File: config.mk
export PLATFORM = sky130hd
export DESIGN_NAME = tour_cmd_seq
export DESIGN_NICKNAME = d
export VERILOG_FILES = /design/src/rtl/tour_cmd_pkg.sv /design/src/rtl/tour_move_decode.sv /design/src/rtl/tour_cmd_seq.sv
export SDC_FILE = /design/constraint.sdc
export NUM_CORES = 1
export LEC_CHECK = 0
export ABC_AREA = 1
export CORE_AREA = 5 5 76 50
export CTS_BUF_LIST = sky130_fd_sc_hd__clkbuf_8
export CTS_CLUSTER_SIZE = 12
export DETAILED_ROUTE_END_ITERATION = 8
export DIE_AREA = 0 0 81 55
export PLACE_DENSITY_LB_ADDON = 0.1
export SLEW_MARGIN = 20
export SYNTH_ARGS = -nofsm -noshare
export SYNTH_HDL_FRONTEND = slang
export SYNTH_SLANG_ARGS = --single-unit
export TNS_END_PERCENT = 5
File: constraint.sdc
create_clock -name clk -period 5.2 [get_ports clk]
set_clock_uncertainty 0.05 [all_clocks]
set_input_delay 1.04 -clock clk [delete_from_list [all_inputs] [get_ports clk]]
set_output_delay 1.04 -clock clk [all_outputs]
set_load 0.005 [all_outputs]
File: src/rtl/tour_cmd_pkg.sv
// tour_cmd_pkg: shared state encoding, cmd_proc opcodes, headings and response codes
package tour_cmd_pkg;
  typedef enum logic [2:0] {IDLE, LEG1, HOLD1, LEG2, HOLD2} state_t;
  localparam logic [3:0] OPC_HORI  = 4'b0010;
  localparam logic [3:0] OPC_VERT  = 4'b0011;
  localparam logic [7:0] HDG_UP    = 8'h00;
  localparam logic [7:0] HDG_DOWN  = 8'h7F;
  localparam logic [7:0] HDG_RIGHT = 8'hBF;
  localparam logic [7:0] HDG_LEFT  = 8'h3F;
  localparam logic [7:0] RESP_DONE = 8'hA5;
  localparam logic [7:0] RESP_BUSY = 8'h5A;
endpackage

File: src/rtl/tour_move_decode.sv
// tour_move_decode: one-hot knight move -> horizontal and vertical cmd_proc commands
// Ports: move (one-hot move) -> valid (exactly one bit set), hori_cmd, vert_cmd
module tour_move_decode
  import tour_cmd_pkg::*;
(
  input  logic [7:0]  move,
  output logic        valid,
  output logic [15:0] hori_cmd,
  output logic [15:0] vert_cmd
);
  logic right, up, two_x, two_y;
  // bits 1,5,6,7 move right; bits 0,1,2,7 move up; the other axis takes the 2-square leg
  assign right    = move[1] | move[5] | move[6] | move[7];
  assign up       = move[0] | move[1] | move[2] | move[7];
  assign two_x    = move[2] | move[3] | move[6] | move[7];
  assign two_y    = move[0] | move[1] | move[4] | move[5];
  assign valid    = $onehot(move);
  assign hori_cmd = {OPC_HORI, right ? HDG_RIGHT : HDG_LEFT, two_x ? 4'd2 : 4'd1};
  assign vert_cmd = {OPC_VERT, up ? HDG_UP : HDG_DOWN, two_y ? 4'd2 : 4'd1};
endmodule

File: src/rtl/tour_cmd_seq.sv
// tour_cmd_seq: muxes UART commands to cmd_proc in idle and replays a knight's tour as leg commands
// Ports: start_tour/move/mv_indx to the solver, cmd_UART/cmd_rdy_UART from UART,
//        cmd/cmd_rdy/clr_cmd_rdy/send_resp with cmd_proc, resp/tour_busy/err_move status.
// Optional: TOUR_ABORT_EN enables a UART abort opcode while touring.
module tour_cmd_seq
  import tour_cmd_pkg::*;
#(
  parameter int         BOARD_DIM  = 5,
  parameter int         IDX_W      = $clog2(BOARD_DIM*BOARD_DIM),
  parameter bit         VERT_FIRST = 1'b0,
  parameter logic [3:0] ABORT_OPC  = 4'hF
) (
  input  logic             clk,
  input  logic             rst_n,
  input  logic             start_tour,
  input  logic [7:0]       move,
  output logic [IDX_W-1:0] mv_indx,
  input  logic [15:0]      cmd_UART,
  input  logic             cmd_rdy_UART,
  input  logic             clr_cmd_rdy,
  input  logic             send_resp,
  output logic [15:0]      cmd,
  output logic             cmd_rdy,
  output logic [7:0]       resp,
  output logic             tour_busy,
  output logic             err_move
);
  localparam int NUM_MOVES = BOARD_DIM*BOARD_DIM-1;
  localparam logic [IDX_W-1:0] LAST = IDX_W'(NUM_MOVES-1);
`ifdef TOUR_ABORT_EN
  localparam bit ABORT_EN = 1'b1;
`else
  localparam bit ABORT_EN = 1'b0;
`endif
  state_t state_q, state_d, adv_state;
  logic [IDX_W-1:0] mv_indx_q, mv_indx_d, adv_indx;
  logic err_move_q, err_move_d;
  logic valid, last, abort;
  logic [15:0] hori_cmd, vert_cmd, leg1_cmd, leg2_cmd;
  tour_move_decode u_dec (.move(move), .valid(valid), .hori_cmd(hori_cmd), .vert_cmd(vert_cmd));
  assign leg1_cmd  = VERT_FIRST ? vert_cmd : hori_cmd;
  assign leg2_cmd  = VERT_FIRST ? hori_cmd : vert_cmd;
  assign last      = mv_indx_q == LAST;
  assign abort     = ABORT_EN && cmd_rdy_UART && cmd_UART[15:12] == ABORT_OPC;
  // end-of-move step shared by HOLD2 completion and skipping an illegal move
  assign adv_state = last ? IDLE : LEG1;
  assign adv_indx  = last ? mv_indx_q : mv_indx_q + 1'b1;
  always_ff @(posedge clk or negedge rst_n)
    if (!rst_n) begin
      state_q    <= IDLE;
      mv_indx_q  <= '0;
      err_move_q <= 1'b0;
    end else begin
      state_q    <= state_d;
      mv_indx_q  <= mv_indx_d;
      err_move_q <= err_move_d;
    end
  always_comb begin
    state_d    = state_q;
    mv_indx_d  = mv_indx_q;
    err_move_d = err_move_q;
    case (state_q)
      IDLE:  if (start_tour) begin
               state_d    = LEG1;
               mv_indx_d  = '0;
               err_move_d = 1'b0;
             end
      LEG1:  if (!valid) begin
               state_d    = adv_state;
               mv_indx_d  = adv_indx;
               err_move_d = 1'b1;
             end else if (clr_cmd_rdy) state_d = HOLD1;
      HOLD1: if (send_resp) state_d = LEG2;
      LEG2:  if (clr_cmd_rdy) state_d = HOLD2;
      HOLD2: if (send_resp) begin
               state_d   = adv_state;
               mv_indx_d = adv_indx;
             end
      default: state_d = IDLE;
    endcase
    if (abort && state_q != IDLE) begin
      state_d    = IDLE;
      mv_indx_d  = mv_indx_q;
      err_move_d = err_move_q;
    end
  end
  always_comb begin
    tour_busy = state_q != IDLE;
    cmd       = state_q == IDLE ? cmd_UART : state_q == LEG1 ? leg1_cmd : leg2_cmd;
    cmd_rdy   = state_q == IDLE ? cmd_rdy_UART : state_q == LEG1 ? valid : state_q == LEG2;
    resp      = (state_q == IDLE || (state_q == HOLD2 && last)) ? RESP_DONE : RESP_BUSY;
  end
  assign mv_indx  = mv_indx_q;
  assign err_move = err_move_q;
endmodule

# Word-level counts from Yosys, hierarchy flattened
# Cells that the tools add are included.
# Widths: inputs -> output; s select.
word_totals:
  register_bits: 9
  word_cells: 68
  output_inout_bits: 32
classes:
  n_eq_ne: 12
  addsub: 8
  n_mux: 25
  reduce_logical: 9
  bitwise: 11
op_table:
  columns: ["op", "count"]
  rows:
  - ["$mux 5", 4]
  - ["$mux 3", 6]
  - ["$mux 16", 1]
  - ["$mux 8", 2]
  - ["$pmux 3 s5", 1]
  - ["$pmux 5 s3", 1]
  - ["$mux 13", 1]
  - ["$add 4x4->4", 3]
  - ["$or 1x1->1", 11]
  - ["$ne 2x2->1 const B", 5]
  - ["$add 1x1->2", 4]
  - ["$mux 7", 1]
  - ["$eq 3x2->1 const B", 2]
  - ["$reduce_bool 3->1", 2]
  - ["$add 5x1->5 const B", 1]
  - ["$eq 5x5->1 const B", 1]
  - ["$mux 1", 5]
  - ["$reduce_and 5->1", 1]
  - ["$eq 4x1->1 const B", 1]
  - ["$mux 2", 2]
  - ["$reduce_and 4->1", 1]
  - ["$eq 3x1->1 const B", 1]
  - ["$eq 3x3->1 const B", 1]
  - ["$logic_not 3->1", 1]
  - ["other kinds (6)", 6]

# Logic depth before layout (Yosys ltp)
# Gate-level depths: netlist of run 1.
logic_depth:
  word_depth: 6
  depth_mapped: 17
  mapped_depth_nobuf: 17

# By module
# From an unflattened synthesis of run 1, not the netlist that was laid out.
unflattened:
  cells_unflattened: 246
  hier_area_um2: 1570.3
modules_own_cells:
  columns: ["module", "area_each_um2", "n_inst", "cells_each"]
  rows:
  - ["tour_cmd_seq", 1078.5, 1, 176]
  - ["tour_move_decode", 491.7, 1, 70]

# Worst setup path after synthesis of run 1
# No wires, ideal clock.
synth_timing:
  path_kind: "input to output"
  from: "input port move[6]"
  to: "output port cmd_rdy"
  path_buffers: 0
  slack_ns: 0.667
  stages: 12
  arrival_ns: 3.443
  t_required_ns: 4.110
  path_cell_list: "ha_1 > fa_1 > inv_1 > fa_1 > inv_1 > ha_1 > fa_1 > inv_1 > nand2_1 > nor2_1 > nand2_2 > nand3_1"
synth_between:
  elab_chain_cells: 6
synth_rtl:
  columns: ["item", "line_no", "rtl"]
  rows:
  - ["from (decl)", "tour_cmd_seq.sv:16", "input logic [7:0] move,"]
  - ["$add 1x1->2 (implied by the code)", "tour_move_decode.sv:17", "assign valid = $onehot(move);"]
  - ["$add 4x4->4 (implied by the code) (2 in series)", "tour_move_decode.sv:17", null]
  - ["$eq 4x1->1", "tour_move_decode.sv:17", null]
  - ["$mux 1 (2 in series)", "tour_cmd_seq.sv:90", "cmd_rdy = state_q == IDLE ? cmd_rdy_UART : state_q == LEG1 ? valid : state_q == LEG2;"]
  - ["to (decl)", "tour_cmd_seq.sv:23", "output logic cmd_rdy,"]
# No other way between the ends.

# Final worst setup path of run 1
layout_timing:
  from: "input port move[7]"
  to: "output port cmd_rdy"
# Same word-level chain as after synthesis.

==> results.sh, run 1 <==
export IMPL_track_usage_pct=16.7
export IMPL_cts_hold_buf=0
export IMPL_path_cells="dlygate4sd2_1, ha_2, fa_1, inv_1, fa_1, inv_1, ha_2, fa_1, inv_1, nand2_1, nor2_2, nand2_2, nand3_1, clkdlybuf4s15_2"
export IMPL_ys_ff_latch=9
export IMPL_post_cts_setup_buffer_count=0
export IMPL_irDropWorstVdd_v=0.000233
export IMPL_antenna_found_initial=0
export IMPL_power_leakage_uw=0.000973
export IMPL_yosysTopAreaCell="dfrtp_1"
export IMPL_drt_pass1_iter_count=4
export IMPL_layoutNonFillerInstCount=283
export IMPL_fin_util_pct=60.2
export IMPL_fmax_ghz=0.200
export IMPL_grt_pass1_vias=1198
export IMPL_synth_warnings=0
export IMPL_fin_crit_sh_pct=96.0
export IMPL_tns_ps=0
export IMPL_die_w_um=81
export IMPL_synthCells=178
export IMPL_drtIter0Drc=36
export IMPL_synth_top_area_share_pct=19.4
export IMPL_synth_area_um2=1160
export IMPL_p_total_uw=1010
export IMPL_synth_distinct_cells=24
export IMPL_ys_async_sr_fraction_pct=100
export IMPL_critPathCaptureType="output pin"
export IMPL_clock_root_buffer="clkbuf_8"
export IMPL_setup_violations=0
export IMPL_io_pins=62
export IMPL_dp_hpwl_mm=3.15
export IMPL_drv_cap=0
export IMPL_tritoncts="done"
export IMPL_worstMarginPinSlew_ps=580
export IMPL_drive_gt1_share_pct=13.9
export IMPL_syn_avg_cell_area_um2=6.54
export IMPL_routed_via_density=4.73
export IMPL_num_vias=1339
export IMPL_path_class="in -> out"
export IMPL_numCtsBuffers=3
export IMPL_grt_max_degree=14
export IMPL_htreeDepth=1
export IMPL_path_buf_inv=5
export IMPL_slew_headroom_pct=60.9
export IMPL_die_y_um=55
export IMPL_synth_top_family_by_area="simple AND/OR/NAND/NOR gates"
export IMPL_fillers=302
export IMPL_critPathTopFamily="adder cells"
export IMPL_num_rows=16
export IMPL_power_density_nw_per_um2=541
export IMPL_crit_path_start_kind="input pin"
export IMPL_path_clk_slew_ps=40
export IMPL_synthMuxAreaShare_pct=0
export IMPL_post_drt_wl_per_cell_um=12.7
export IMPL_synth_adder_area_share_pct=16.6
export IMPL_finalCriticalPeriod_ps=4990
export IMPL_place_inst=279
export IMPL_syn_to_final_growth_pct=59.6
export IMPL_worstPathRequired_ps=4110
export IMPL_drc=0
export IMPL_nNetsFinal=282
export IMPL_routabilityCongestion=0.822
export IMPL_grt_overflow=0
export IMPL_final_antenna_net_count=0
export IMPL_synth_edf_count=0
export IMPL_grt_pass1_wl_mm=5.54
export IMPL_hold_viol_final=0
export IMPL_clock_path_buffers=2
export IMPL_port_buffers=61
export IMPL_ys_flop_type="dfrtp_1"
export IMPL_synth_area_leaders="dfrtp_1, nand2_1, ha_1"
export IMPL_critPathMaxFanout=2
export IMPL_synthXorXnorAreaFrac_pct=0.753
export IMPL_slowest_delay_ps=540
export IMPL_synth_seq_area_share_pct=19.4
export IMPL_dieArea_um2=4460
export IMPL_cts_sinks=9
export IMPL_worst_ep_arrival_time_ps=3900
export IMPL_hp_class="reg -> reg"
export IMPL_synth_simple_area_share_pct=44.2
export IMPL_synth_compound_area_share_pct=3.44
export IMPL_slowest_stage="fa_1"
export IMPL_initial_core_util_pct=37.7
export IMPL_clk_latency_ps=240
export IMPL_rsz0062_at_grt="false"
export IMPL_core_area_um2=3080
export IMPL_syn_nets=221
export IMPL_num_antenna_cells=0
export IMPL_status="finished clean"
export IMPL_totalWireLength_mm=3.60
export IMPL_drv_slew=0
## flip-flops by register name, indices dropped and copies added, names as in the netlist
signal,count
state_q,3
err_move,1
mv_indx,5
## timing repair
item / CTS / global route
gates resized for setup: 13 / 2
endpoints found under the hold margin: 0 / 0
pin swaps: 3 / 3
setup endpoints to repair: 1 / 1
## worst reg2reg max path: stages (launching register included)
cell     delay, ps
dfrtp_1        410
inv_2          150
nand2_2         80
nor2_2         190
nand2_2         90
buf_4          150
inv_2           60
nor2_4          50
nand2_4         80
nand2_1         50
nand2_1         60
## path summary, 6_finish.rpt
check | start | to | slack (ps) | cells past startpoint
max reg2reg | state_q[2] | mv_indx[4] | 3710 | 10
min reg2reg | err_move | err_move | 430 | 2
min | err_move | err_move | 430 | 2
max | move[7] | cmd_rdy | 210 | 14
max in group asynchronous | rst_n | mv_indx[3] | 3740 | 1
min in group asynchronous | rst_n | mv_indx[1] | 1060 | 1
## final cells by class
type / instances / area [µm²] / share of cell area (%)
Timing Repair Buffer: 65 / 638 / 34.4
Inverter: 32 / 120 / 6.47
Tap cell: 45 / 56.3 / 3.03
Sequential cell: 9 / 225 / 12.1
Multi-Input combinational cell: 128 / 771 / 41.5
Clock buffer: 3 / 41.3 / 2.22
Clock inverter: 1 / 5.00 / 0.270
## cell usage in the layout, fill, tap and decap left out, drive strengths merged, types with 4 or more instances in the layout
master         Yosys  final
fa                 4      4
dlygate4sd2        0      5
nand3             14     14
ha                 9      9
buf                9      4
inv               32     32
dfrtp              9      9
nand4              4      4
nor2              16     16
o21ai              5      5
clkdlybuf4s50      0     54
nand2             68     68
## Yosys cell counts, types with 2 or more instances
cell type / instances
fa_1: 4
nand2_4: 3
buf_4: 7
nand3_2: 2
nand3_1: 12
nand2_1: 59
dfrtp_1: 9
o21ai_0: 5
nor2_4: 2
ha_1: 9
inv_2: 3
inv_1: 29
nor2_1: 13
buf_2: 2
nand2_2: 6
nand4_1: 4
nand3b_1: 2
## metal layers
metal | GRT usage, % | wire length [µm] | up-vias
li1 | - | - | 665
met1 | 22.5 | 1620 | 601
met2 | 25.3 | 1520 | 65
met3 | 5.83 | 412 | 8
met4 | 4.49 | 44 | 0
met5 | 0 | 0 | -
## metrics by stage
stage | hold WS [ps] | worst slack [ps] | instance area, µm²
finish | 433 | 209 | 1860
global route | 472 | 72.3 | 1860
CTS | 441 | 13.5 | 1850
floorplan | 426 | 667 | 1160
detailed placement | 430 | -389 | 1800
global placement | 430 | -278 | 1800
## kinds of logic after synthesis
| logic type | after synthesis |
|---|---|
| AND/OR/NAND/NOR | 107 |
| buffers and inverters | 41 |
| adder cells (fa/ha/maj) | 13 |
| flip-flops | 9 |
| AO/OA/AOI/OAI | 7 |
| XOR/XNOR | 1 |
## power by group
| part | switching [µW] | internal [µW] | leakage [µW] |
|---|---|---|---|
| clock network | 28.1 | 52.3 | 0.0000255 |
| registers | 35.2 | 93.4 | 0.000119 |
| logic | 388 | 408 | 0.000829 |
| total | 452 | 554 | 0.000973 |
Power figures use the tool's default switching activity.
==> inputs of run 2 (changes only) <==
CORE_AREA = 3 3 74 48   (was 5 5 76 50)
DIE_AREA = 0 0 77 51   (was 0 0 81 55)
SLEW_MARGIN = 0   (was 20)
==> run 2 against run 1 <==
Compared with the run above: die area shrank 12%; flip-flop and latch count stayed put; register-to-register slack barely moved; utilization rose by 4.4 points; clock power shrank 1%; total power shrank 0.34%; critical path type unchanged; highest routed layer unchanged; setup slack worse by 60 ps; combinational power about the same; global-route usage rose by 2.1 points.
==> results.sh, run 2 (synthesized netlist as in run 1, its figures left out) <==
export IMPL_status="finished clean"
export IMPL_drive_gt1_share_pct=13.4
export IMPL_num_rows=15
export IMPL_dieArea_um2=3930
export IMPL_power_density_nw_per_um2=540
export IMPL_dp_hpwl_mm=3.02
export IMPL_final_common_cell="nand2_1"
export IMPL_setup_violations=0
export IMPL_antenna_found_initial=0
export IMPL_routed_via_density=4.68
export IMPL_slowest_stage="fa_1"
export IMPL_critPathMaxFanout=2
export IMPL_num_vias=1314
export IMPL_path_class="in -> out"
export IMPL_nNetsFinal=283
export IMPL_drv_slew=0
export IMPL_grt_max_degree=14
export IMPL_drv_cap=0
export IMPL_worstPathRequired_ps=4110
export IMPL_path_clk_slew_ps=40
export IMPL_track_usage_pct=18.8
export IMPL_cp_common_cell="inv_1"
export IMPL_die_w_um=77
export IMPL_port_buffers=61
export IMPL_path_buf_inv=6
export IMPL_final_cell_mix="nand2_1, clkdlybuf4s50_1, inv_1, nor2_1, nand3_1"
export IMPL_initial_core_util_pct=40.5
export IMPL_critPathTopFamily="adder cells"
export IMPL_clk_latency_ps=230
export IMPL_largest_register_ffs=5
export IMPL_core_area_um2=2870
export IMPL_grt_pass1_vias=1254
export IMPL_grt_pass1_wl_mm=5.84
export IMPL_numCtsBuffers=3
export IMPL_post_drt_wl_per_cell_um=12.8
export IMPL_grt_overflow=0
export IMPL_drt_pass1_iter_count=4
export IMPL_clock_root_buffer="clkbuf_8"
export IMPL_drc=0
export IMPL_rsz0062_at_grt="false"
export IMPL_critPathCaptureType="output pin"
export IMPL_routabilityCongestion=0.834
export IMPL_totalWireLength_mm=3.59
export IMPL_path_cells="clkdlybuf4s50_1, inv_1, ha_1, inv_1, fa_2, fa_1, inv_1, ha_1, fa_1, inv_1, nand2_1, nor2_2, nand2_2, nand3_1, clkbuf_2"
export IMPL_fin_util_pct=64.7
export IMPL_io_pins=62
export IMPL_crit_path_start_kind="input pin"
export IMPL_fillers=253
export IMPL_whs_ps=431
export IMPL_worst_ep_arrival_time_ps=3960
export IMPL_tritoncts="done"
export IMPL_power_leakage_uw=0.000987
export IMPL_irDropWorstVdd_v=0.000226
export IMPL_finalCriticalPeriod_ps=5050
export IMPL_htreeDepth=1
export IMPL_drtIter0Drc=55
export IMPL_cts_hold_buf=0
export IMPL_slowest_delay_ps=510
export IMPL_fin_ws_ps=150
export IMPL_hold_viol_final=0
export IMPL_fmax_ghz=0.198
export IMPL_cts_sinks=9
export IMPL_slew_headroom_pct=60.5
export IMPL_hp_class="reg -> reg"
export IMPL_die_y_um=51
export IMPL_worstMarginPinSlew_ps=586
export IMPL_syn_to_final_growth_pct=59.6
export IMPL_num_antenna_cells=0
export IMPL_final_antenna_net_count=0
export IMPL_dp_slack_ps=-397
export IMPL_fin_crit_sh_pct=97.1
export IMPL_clock_path_buffers=2
run 2: stage by stage:
stage / TNS (ps) / std cells / total power [µW] / instance area [µm²]
after CTS: 0 / 281 / 1010 / 1850
after global routing: 0 / 281 / 1090 / 1860
after global placement: -264 / 276 / 902 / 1790
final: 0 / 281 / 1000 / 1860
after detailed placement: -397 / 276 / 925 / 1790
after floorplan: 0 / 178 / 557 / 1160
run 2: what timing repair did:
item / in CTS / in global routing
setup buffers: 1 / 0
pin swaps: 2 / 1
gates resized for setup: 8 / 4
endpoints found under the setup margin: 1 / 1
run 2: path summary, 6_finish.rpt:
path,start,endpoint,slack [ps],depth (start not counted)
max,move[2],cmd_rdy,150,15
min,err_move,err_move,430,2
max reg2reg,state_q[2],state_q[1],3700,9
min reg2reg,err_move,err_move,430,2
max in group asynchronous,rst_n,state_q[1],3740,1
min in group asynchronous,rst_n,mv_indx[4],1060,1
run 2: where the power goes:
| part | total (µW) | internal, µW | switching [µW] |
|---|---|---|---|
| clock network | 79.3 | 51.4 | 27.9 |
| registers | 128 | 93.4 | 34.9 |
| logic | 794 | 408 | 386 |
| total | 1000 | 553 | 449 |
run 2: worst register-to-register path: stages, from the launching register on:
cell and delay [ps]:
dfrtp_1 410, inv_2 160, nand2_2 80, nor2_2 180
nand2_2 80, buf_4 160, nand2_1 60, nand2_1 80
nand3_1 80, nand2_1 50
run 2: final cells by class:
class / count / area, µm² / area share [%]
Tap cell: 42 / 52.6 / 2.83
Multi-Input combinational cell: 128 / 768 / 41.4
Sequential cell: 9 / 225 / 12.1
Timing Repair Buffer: 66 / 646 / 34.8
Inverter: 32 / 120 / 6.47
Clock inverter: 1 / 3.75 / 0.202
Clock buffer: 3 / 41.3 / 2.22
run 2: metal layers:
metal	global-route usage [%]	share of wire [%]	up-vias
li1	-	-	665
met1	24.0	46	588
met2	30.8	45	57
met3	6.51	8.2	4
met4	4.14	0.70	0
met5	0	0	-
